===== config.mk =====
export PLATFORM = sky130hd
export DESIGN_NAME = fifo_crossbar_scheduler
export DESIGN_NICKNAME = d
export VERILOG_FILES = /design/src/rtl/fifo_crossbar_scheduler.sv
export SDC_FILE = /design/constraint.sdc
export NUM_CORES = 1
export LEC_CHECK = 0
export CORE_MARGIN = 3
export CORE_UTILIZATION = 45
export CTS_BUF_LIST = sky130_fd_sc_hd__clkbuf_16
export CTS_CLUSTER_DIAMETER = 40
export CTS_CLUSTER_SIZE = 24
export DETAILED_ROUTE_END_ITERATION = 7
export HOLD_SLACK_MARGIN = 0.15
export PLACE_DENSITY = 0.71
export SLEW_MARGIN = 30
export SYNTH_ARGS = -nofsm -noshare
export SYNTH_HDL_FRONTEND = slang
export SYNTH_SLANG_ARGS = --single-unit

===== constraint.sdc =====
create_clock -name clk -period 4.9 [get_ports clk]
set_input_delay 0.98 -clock clk [delete_from_list [all_inputs] [get_ports clk]]
set_output_delay 0.98 -clock clk [all_outputs]
set_load 0.05 [all_outputs]

===== src/rtl/fifo_crossbar_scheduler.sv =====
// fifo_crossbar_scheduler: three 4-deep show-ahead byte FIFOs feeding a 3x3 round-robin crossbar.
// Latency: a byte written at edge N is on result/en after edge N+1 (2 cycles from the write strobe).
// Backpressure: none toward writers; a write to a full FIFO is dropped unless its head pops at the same edge.

// Small 4-entry show-ahead FIFO; the head reads 0 while empty.
module xbar_fifo4 (
  input  logic       clk,
  input  logic       reset,
  input  logic       i_wrreq,
  input  logic [7:0] i_din,
  input  logic       i_rdreq,
  output logic [7:0] o_q,
  output logic       o_empty,
  output logic       o_full,
  output logic [1:0] o_usedw
);
  logic [7:0] r_mem [0:3];
  logic [1:0] r_rd_ptr;
  logic [1:0] r_wr_ptr;
  logic [2:0] r_count;
  logic       w_pop;
  logic       w_push;

  // A pop on an empty FIFO is ignored; a write to a full FIFO only lands if a pop frees the slot.
  assign w_pop   = i_rdreq && (r_count != 3'd0);
  assign w_push  = i_wrreq && ((r_count != 3'd4) || w_pop);
  assign o_empty = (r_count == 3'd0);
  assign o_full  = (r_count == 3'd4);
  assign o_usedw = r_count[1:0];
  assign o_q     = o_empty ? 8'h00 : r_mem[r_rd_ptr];

  // Pointer and occupancy bookkeeping; reset flushes every queued entry.
  always_ff @(posedge clk) begin
    if (reset) begin
      r_rd_ptr <= 2'd0;
      r_wr_ptr <= 2'd0;
      r_count  <= 3'd0;
    end else begin
      if (w_push) r_wr_ptr <= r_wr_ptr + 2'd1;
      if (w_pop)  r_rd_ptr <= r_rd_ptr + 2'd1;
      case ({w_push, w_pop})
        2'b10:   r_count <= r_count + 3'd1;
        2'b01:   r_count <= r_count - 3'd1;
        default: r_count <= r_count;
      endcase
    end
  end

  // Storage needs no reset: the head is masked while the FIFO is empty.
  always_ff @(posedge clk) begin
    if (w_push) r_mem[r_wr_ptr] <= i_din;
  end
endmodule

module fifo_crossbar_scheduler (
  input  logic       clk,
  input  logic       reset,
  input  logic [7:0] din1,
  input  logic [7:0] din2,
  input  logic [7:0] din3,
  input  logic       wrreq1,
  input  logic       wrreq2,
  input  logic       wrreq3,
  input  logic [7:0] data0,
  output logic       full1,
  output logic       full2,
  output logic       full3,
  output logic       empty1,
  output logic       empty2,
  output logic       empty3,
  output logic [1:0] usedw1,
  output logic [1:0] usedw2,
  output logic [1:0] usedw3,
  output logic [7:0] data1,
  output logic [7:0] data2,
  output logic [7:0] data3,
  output logic       rdreq1,
  output logic       rdreq2,
  output logic       rdreq3,
  output logic [1:0] sel1,
  output logic [1:0] sel2,
  output logic [1:0] sel3,
  output logic [7:0] result1,
  output logic [7:0] result2,
  output logic [7:0] result3,
  output logic       en1,
  output logic       en2,
  output logic       en3,
  output logic [7:0] hex1,
  output logic [7:0] hex2,
  output logic [7:0] hex3,
  output logic [7:0] hex4,
  output logic [7:0] hex5,
  output logic [7:0] hex6
);
  logic [7:0] w_head   [1:3];
  logic [3:1] w_empty;
  logic [3:1] w_rdreq;
  logic [2:0] w_cand   [1:3];
  logic [1:0] w_gnt    [1:3];
  logic [7:0] w_mux    [1:3];
  logic [1:0] r_rr     [1:3];
  logic [7:0] r_result [1:3];
  logic [3:1] r_en;

  // First candidate at or after the pointer, scanning 1->2->3->1; 0 when nobody qualifies.
  function automatic logic [1:0] rr_pick(input logic [1:0] rr, input logic [2:0] cand);
    logic [1:0] p;
    rr_pick = 2'd0;
    p = rr;
    for (int k = 0; k < 3; k++) begin
      if ((rr_pick == 2'd0) && cand[p - 2'd1]) rr_pick = p;
      p = (p == 2'd3) ? 2'd1 : p + 2'd1;
    end
  endfunction

  // Active-low segment code, decimal point held off.
  function automatic logic [7:0] seg7(input logic [3:0] v);
    case (v)
      4'h0: seg7 = 8'hC0;  4'h1: seg7 = 8'hF9;  4'h2: seg7 = 8'hA4;  4'h3: seg7 = 8'hB0;
      4'h4: seg7 = 8'h99;  4'h5: seg7 = 8'h92;  4'h6: seg7 = 8'h82;  4'h7: seg7 = 8'hF8;
      4'h8: seg7 = 8'h80;  4'h9: seg7 = 8'h90;  4'hA: seg7 = 8'h88;  4'hB: seg7 = 8'h83;
      4'hC: seg7 = 8'hC6;  4'hD: seg7 = 8'hA1;  4'hE: seg7 = 8'h86;  default: seg7 = 8'h8E;
    endcase
  endfunction

  xbar_fifo4 u_fifo1 (.clk(clk), .reset(reset), .i_wrreq(wrreq1), .i_din(din1), .i_rdreq(w_rdreq[1]),
                      .o_q(w_head[1]), .o_empty(w_empty[1]), .o_full(full1), .o_usedw(usedw1));
  xbar_fifo4 u_fifo2 (.clk(clk), .reset(reset), .i_wrreq(wrreq2), .i_din(din2), .i_rdreq(w_rdreq[2]),
                      .o_q(w_head[2]), .o_empty(w_empty[2]), .o_full(full2), .o_usedw(usedw2));
  xbar_fifo4 u_fifo3 (.clk(clk), .reset(reset), .i_wrreq(wrreq3), .i_din(din3), .i_rdreq(w_rdreq[3]),
                      .o_q(w_head[3]), .o_empty(w_empty[3]), .o_full(full3), .o_usedw(usedw3));

  // Candidate mask per output: bit i-1 set when input i holds a head addressed to that output.
  always_comb begin
    w_cand = '{default: 3'b000};
    for (int o = 1; o <= 3; o++) begin
      for (int i = 1; i <= 3; i++) begin
        w_cand[o][i-1] = !w_empty[i] && (w_head[i][7:6] == 2'(o));
      end
    end
  end

  assign w_gnt[1] = rr_pick(r_rr[1], w_cand[1]);
  assign w_gnt[2] = rr_pick(r_rr[2], w_cand[2]);
  assign w_gnt[3] = rr_pick(r_rr[3], w_cand[3]);

  // Pop granted heads and discard-addressed heads; each head names one output, so one grant at most.
  always_comb begin
    w_rdreq = 3'b000;
    for (int i = 1; i <= 3; i++) begin
      w_rdreq[i] = !w_empty[i] && ((w_head[i][7:6] == 2'd0) || (w_gnt[1] == 2'(i)) ||
                                   (w_gnt[2] == 2'(i)) || (w_gnt[3] == 2'(i)));
    end
  end

  // Per-output 4:1 mux; select 0 falls back to the idle value.
  always_comb begin
    w_mux = '{default: 8'h00};
    for (int o = 1; o <= 3; o++) begin
      case (w_gnt[o])
        2'd1:    w_mux[o] = w_head[1];
        2'd2:    w_mux[o] = w_head[2];
        2'd3:    w_mux[o] = w_head[3];
        default: w_mux[o] = data0;
      endcase
    end
  end

  // Capture delivered bytes and advance each pointer past its winner; reset drops in-flight pops.
  always_ff @(posedge clk) begin
    if (reset) begin
      for (int o = 1; o <= 3; o++) begin
        r_rr[o]     <= 2'd1;
        r_result[o] <= 8'h00;
      end
      r_en <= 3'b000;
    end else begin
      for (int o = 1; o <= 3; o++) begin
        r_en[o] <= (w_gnt[o] != 2'd0);
        if (w_gnt[o] != 2'd0) begin
          r_result[o] <= w_mux[o];
          r_rr[o]     <= (w_gnt[o] == 2'd3) ? 2'd1 : w_gnt[o] + 2'd1;
        end
      end
    end
  end

  assign empty1  = w_empty[1];
  assign empty2  = w_empty[2];
  assign empty3  = w_empty[3];
  assign data1   = w_head[1];
  assign data2   = w_head[2];
  assign data3   = w_head[3];
  assign rdreq1  = w_rdreq[1];
  assign rdreq2  = w_rdreq[2];
  assign rdreq3  = w_rdreq[3];
  assign sel1    = w_gnt[1];
  assign sel2    = w_gnt[2];
  assign sel3    = w_gnt[3];
  assign result1 = r_result[1];
  assign result2 = r_result[2];
  assign result3 = r_result[3];
  assign en1     = r_en[1];
  assign en2     = r_en[2];
  assign en3     = r_en[3];
  assign hex1    = seg7(r_result[1][3:0]);
  assign hex2    = seg7(r_result[1][7:4]);
  assign hex3    = seg7(r_result[2][3:0]);
  assign hex4    = seg7(r_result[2][7:4]);
  assign hex5    = seg7(r_result[3][3:0]);
  assign hex6    = seg7(r_result[3][7:4]);
endmodule


After elaboration in Yosys (flattened, before gate mapping)
Memories as Yosys holds them, arrays and structs flattened. A register that Yosys moved wholly into a read port is not among the register bits.
Index checks and enable logic that the tools add are counted.
- output and inout port bits: 120
- register bits: 24
- ROM bits: 672
- memories: 11
- RAM bits: 126
- word-level logic and storage cells: 236
- input port bits: 37
- memory list (name ; words ; bits a word ; read ports ; clocked after Yosys merged registers in ; write ports ; RTL line ; source):
    (no name shown) ; 16 ; 7 ; 1 ; 0 ; 0 ; 119 ; case (v)
    (no name shown) ; 16 ; 7 ; 1 ; 0 ; 0 ; 119 ;
    (no name shown) ; 16 ; 7 ; 1 ; 0 ; 0 ; 119 ;
    (no name shown) ; 16 ; 7 ; 1 ; 0 ; 0 ; 119 ;
    (no name shown) ; 16 ; 7 ; 1 ; 0 ; 0 ; 119 ;
    (no name shown) ; 16 ; 7 ; 1 ; 0 ; 0 ; 119 ;
    5 more memories ; -- ; -- ; -- ; -- ; -- ; -- ;
- reductions and logical operators: 60
- $lt $le $gt $ge: 9
- equal/unequal tests: 36
- multiplexer cells: 74
- bitwise operators: 6
- $add $sub $neg: 30
- operators with widths (operator ; number):
    one-hot mux 8 bit (3 select lines) ; 3
    two-way mux 2 bit ; 27
    two-way mux 8 bit ; 6
    equality test 2 bit, second input constant ; 21
    adder 2 x 1 -> 2 bit, second input constant ; 15
    < comparator 2 x 3 -> 1 bit, second input constant ; 9
    two-way mux 1 bit ; 26
    logical AND 1 bit ; 24
    binary-select mux 1 bit (select 2 bit) ; 9
    equality test 2 x 1 -> 1 bit, second input constant ; 9
    logical NOT 2 bit ; 9
    one-hot mux 3 bit (2 select lines) ; 3
    subtractor 2 x 1 -> 2 bit, second input constant ; 9
    logical OR 1 bit ; 12
    nonzero test 2 bit ; 6
    adder 3 x 1 -> 3 bit, second input constant ; 3
    equality test 3 bit, second input constant ; 3
    logical NOT 3 bit ; 3
    inequality test 3 bit, second input constant ; 3
    nonzero test 3 bit ; 3
    subtractor 3 x 1 -> 3 bit, second input constant ; 3
    bitwise OR 1 bit ; 6
    logical NOT 1 bit ; 3

Longest topological paths before layout
- depth after elaboration: 23
- gate-level depth with buffers: 21
- gate-level depth less buffers: 18

By module
From an unflattened synthesis, not the netlist that was laid out.
- cells, all modules: 812
- area, all modules: 9308.9 um^2
- modules (own cells, without submodules) (module ; area each (um^2) ; seq. area each (um^2) ; times used ; cells each):
    xbar_fifo4 ; 1721.7 ; 1141.1 ; 3 ; 107
    fifo_crossbar_scheduler ; 4144.0 ; 960.9 ; 1 ; 491

Worst setup path before layout
Ideal clock, no wire load.
- path kind: reg2reg
- start: register (tool-made name)
- end: register u_fifo2.r_count[2]
- buffers on the path: 3
- arrival time: 5.839 ns
- slack: -1.009 ns
- required time: 4.830 ns
- clock period less this slack: 5.909 ns
- cell stages (with the launch flop): 19
- setup time: 0.070 ns
- cells stage by stage: dfxtp_1 > buf_6 > mux4_2 > or3b_1 > or3b_1 > a31oi_1 > a21oi_1 > o21ai_0 > ha_1 > clkbuf_1 > nor3_1 > o21ai_1 > nor2b_1 > clkbuf_1 > nand2_1 > fa_1 > nand2b_1 > or3_1 > a21oi_1
- RTL lines (element ; RTL line ; source):
    end signal, assigned ; 42 ; 2'b10: r_count <= r_count + 3'd1;
    end signal, assigned ; 43 ; 2'b01: r_count <= r_count - 3'd1;
    end signal, assigned ; 44 ; default: r_count <= r_count;
    end, declared ; 20 ; logic [2:0] r_count;

==> impl_metrics.yaml <==
global_routing:
  grt_pass1_wl_um: 32290
  grt.overflow.total: 0
  grt_max_degree: 31
  grt_usage_pct: 18.47
  antenna_found_initial: 0
  grt_pass1_vias: 6252
critical_path:
  worstPathRequired_ns: 3.92
  r2r-end: "u_fifo1.r_count[2]"
  crit_type: "flip-flop to output port"
  ff2ff_path_depth: 17
  crit_top_cell: "buf_4"
  worst-endpoint-arrival_ns: 3.76
  cp-end-kind: "output port"
  reg2reg_from: "u_fifo3.r_mem[0][7]"
  slowest_delay_ns: 0.43
  path_cells: "buf_4, mux4_2, nor2b_2, nand4_1, o31ai_1, o22a_1, ha_1, nor3_2, o21ai_2, nor2b_1, buf_4, buf_12"
  cp_max_fo: 9
  start_kind: "flip-flop"
  cpMaxStageDelayCell: "nor2b_2"
  reg2reg_slack_ns: 0.37
drt:
  vias: 6516
  wl_um: 20550
  postRouteAntennaNets: 0
  vias_per_cell: 5.403
  routedWlPerCell_um: 17.04
  first_pass_iters: 8
  first_iter_violations: 575
  drcViolationCount: 0
synthesis:
  synthArstFlopShare_pct: 0
  ys_seq_elements: 156
  synth_enable_flop_cells: 126
  syn_inst: 794
  synthDistinctLibCells: 61
  syn_avg_cell_area_um2: 11.56
  ys.flop_type: "edfxtp_1"
  ys_warn_count: 0
  syn_area_um2: 9180
  yosysSeqAreaShare_pct: 47.76
status:
  status: "finished, final reports clean"
clock_network:
  numCtsBuffers: 17
  ctsHoldBuffers: 0
  ctsHtreeMaxLevel: 4
  cts.sinks: 156
  cts-root-buf: "clkbuf_16"
  worstSkewPairLatency_ns: 0.42
  path_clk_slew_ns: 0.06
  cts_buffer_depth: 2
  cts_tree: "built"
final_layout:
  fill_cells: 1672
  n_antenna_cell: 0
  seq_area_um2: 4384
  layout-area-overhead-vs-synth_pct: 24.70
  multi_input_area_um2: 4420
  num-nets-final: 1039
  final_core_util_pct: 57.87
  drive_above_1_share_pct: 12.01
die:
  num_rows: 51
  core_um2: 19780
  die_h_um: 148.8
  die_x_um: 148.8
  initial_core_util_pct: 46.41
  ioPinCount: 157
  dieArea_um2: 22150
timing:
  timing.final.crit_share_pct: 96.83
  fmax_mhz: 210.8
  relSlewSlack_pct: 61.78
  setup_viol: 0
  tightestPinTransition_ns: 0.5716
  slew_violations: 0
  fin_hold_ws_ns: 0.5053
  final.setup_skew_ns: 0.01155
  period_minus_slack_ns: 4.745
  hold_viol: 0
placement:
  portBuffers: 142
  gp_congestion: 0.8834
  dp.final_hpwl_um: 15240
hold_path:
  holdCritStartpoint: "u_fifo1.r_count[2]"
  holdPathEnd: "u_fifo1.r_count[2]"
  hp-class: "flip-flop to flip-flop"
  whs_path_depth: 2
run:
  drv_cap: 0
==> what timing repair did <==
item	4_1_cts	5_1_grt
endpoints found under the setup margin	2	4
buffers inserted	0	0
gates resized for setup	3	11
==> per-layer routing <==
layer / part of all wire [%] / GRT usage [%]
met1: 45 / 25.39
met2: 47 / 29.62
met3: 6.5 / 4.132
met4: 1.8 / 5.492
met5: 0 / 0
==> kinds of logic after synthesis <==
kind of cell / share of synthesized area [%]
adder cells (fa/ha/maj): 10.19
other: 0.04085
multiplexers: 11.15
buffers and inverters: 4.852
flip-flops: 47.76
AND/OR/NAND/NOR: 14.84
AO/OA/AOI/OAI: 9.922
XOR/XNOR: 1.240
==> registers in the layout (all words and copies together), names as in the netlist, named ones only <==
signal,flops
r_result,24
u_fifo2.r_rd_ptr,2
u_fifo2.r_mem,32
u_fifo3.r_rd_ptr,2
u_fifo1.r_rd_ptr,2
r_en,3
u_fifo2.r_count,3
u_fifo1.r_wr_ptr,2
u_fifo3.r_mem,32
r_rr,6
u_fifo2.r_wr_ptr,2
u_fifo3.r_wr_ptr,2
u_fifo3.r_count,3
u_fifo1.r_mem,32
u_fifo1.r_count,3
==> Yosys cell counts (all sizes together), types with 4 or more instances <==
cell    count  share of area [%]
edfxtp    126                 41
nor2       84                3.4
ha         70                9.5
inv        52                2.1
mux4       36                8.8
and2       35                2.4
nand2      32                1.3
clkbuf     31                1.3
dfxtp      30                6.5
nand2b     26                1.8
a21oi      25                1.4
nor2b      25                1.8
o21ai      25                1.4
buf        19                1.4
mux2i      19                2.1
a222oi     18                2.0
nor3       16               0.87
a22oi      11               0.90
nand3       9               0.49
o22ai       9               0.61
a22o        8               0.76
xnor2       8               0.76
or3         7               0.48
o31ai       5               0.41
or2         5               0.34
or3b        5               0.48
xor2        5               0.48
o211ai      4               0.33
==> metrics by stage <==
step / instance area (µm²) / setup TNS, ns / cells / worst slack (ns)
2_1_floorplan: 9211 / 0 / 799 / 0.02929
3_3_place_gp: 10890 / 0 / 1175 / 0.2676
3_5_place_dp: 10890 / 0 / 1175 / 0.1809
4_1_cts: 11410 / 0 / 1206 / 0.01823
5_1_grt: 11450 / -0.01304 / 1206 / -0.01304
6_report: 11450 / 0 / 1206 / 0.1555
==> placed cells by master, fill, tap and decap left out, types with 4 or more instances in the layout <==
cell type,count
clkbuf_16,17
or3_1,7
a22oi_1,11
inv_1,52
nor2_1,83
o31ai_1,5
dfxtp_1,30
nor3_1,13
conb_1,6
nand3_1,9
o211ai_1,4
or2_2,5
a222oi_1,18
a22o_1,8
inv_6,4
nand2b_1,26
o21ai_0,21
ha_1,68
clkinv_1,5
clkdlybuf4s50_1,138
xor2_1,5
xnor2_1,8
buf_4,20
o22ai_1,9
edfxtp_1,126
mux2i_1,19
a21oi_1,25
mux4_2,36
and2_1,32
nand2_1,32
nor2b_1,22
==> worst max path at each step <==
stage	start	endpoint	slack [ns]	cells past startpoint
after detailed placement	u_fifo1.r_mem[1][6]	u_fifo1.r_count[2]	0.18	17
final	flip-flop	rdreq2	0.16	12
after global routing	u_fifo3.r_mem[0][7]	rdreq2	-0.01	12
after CTS	u_fifo1.r_mem[1][6]	rdreq1	0.02	11
after floorplan	flip-flop	u_fifo3.r_count[2]	0.03	17
after global placement	u_fifo1.r_mem[1][6]	u_fifo1.r_count[2]	0.27	17
==> worst max-delay path, delay by kind of cell, from the launching register on <==
family / cells / cell delay [ns]
and+or+nand+nor: 4 / 1.09
AOI/OAI and AO/OA: 3 / 0.57
buffers and inverters: 3 / 0.51
muxes: 1 / 0.42
adders and majority gates: 1 / 0.41
DFF: 1 / 0.32
==> cell type report <==
class	instances	share of cell area, %
inverters	53	1.738
clock buffers	17	3.716
repair buffers	161	13.90
flip-flops and latches	156	38.30
clock inverters	14	0.8307
multi-input cells	540	38.62
well taps	265	2.896
Power is not shown: default switching activity piles up to over one toggle a cycle in this logic, so the estimate is an artifact.
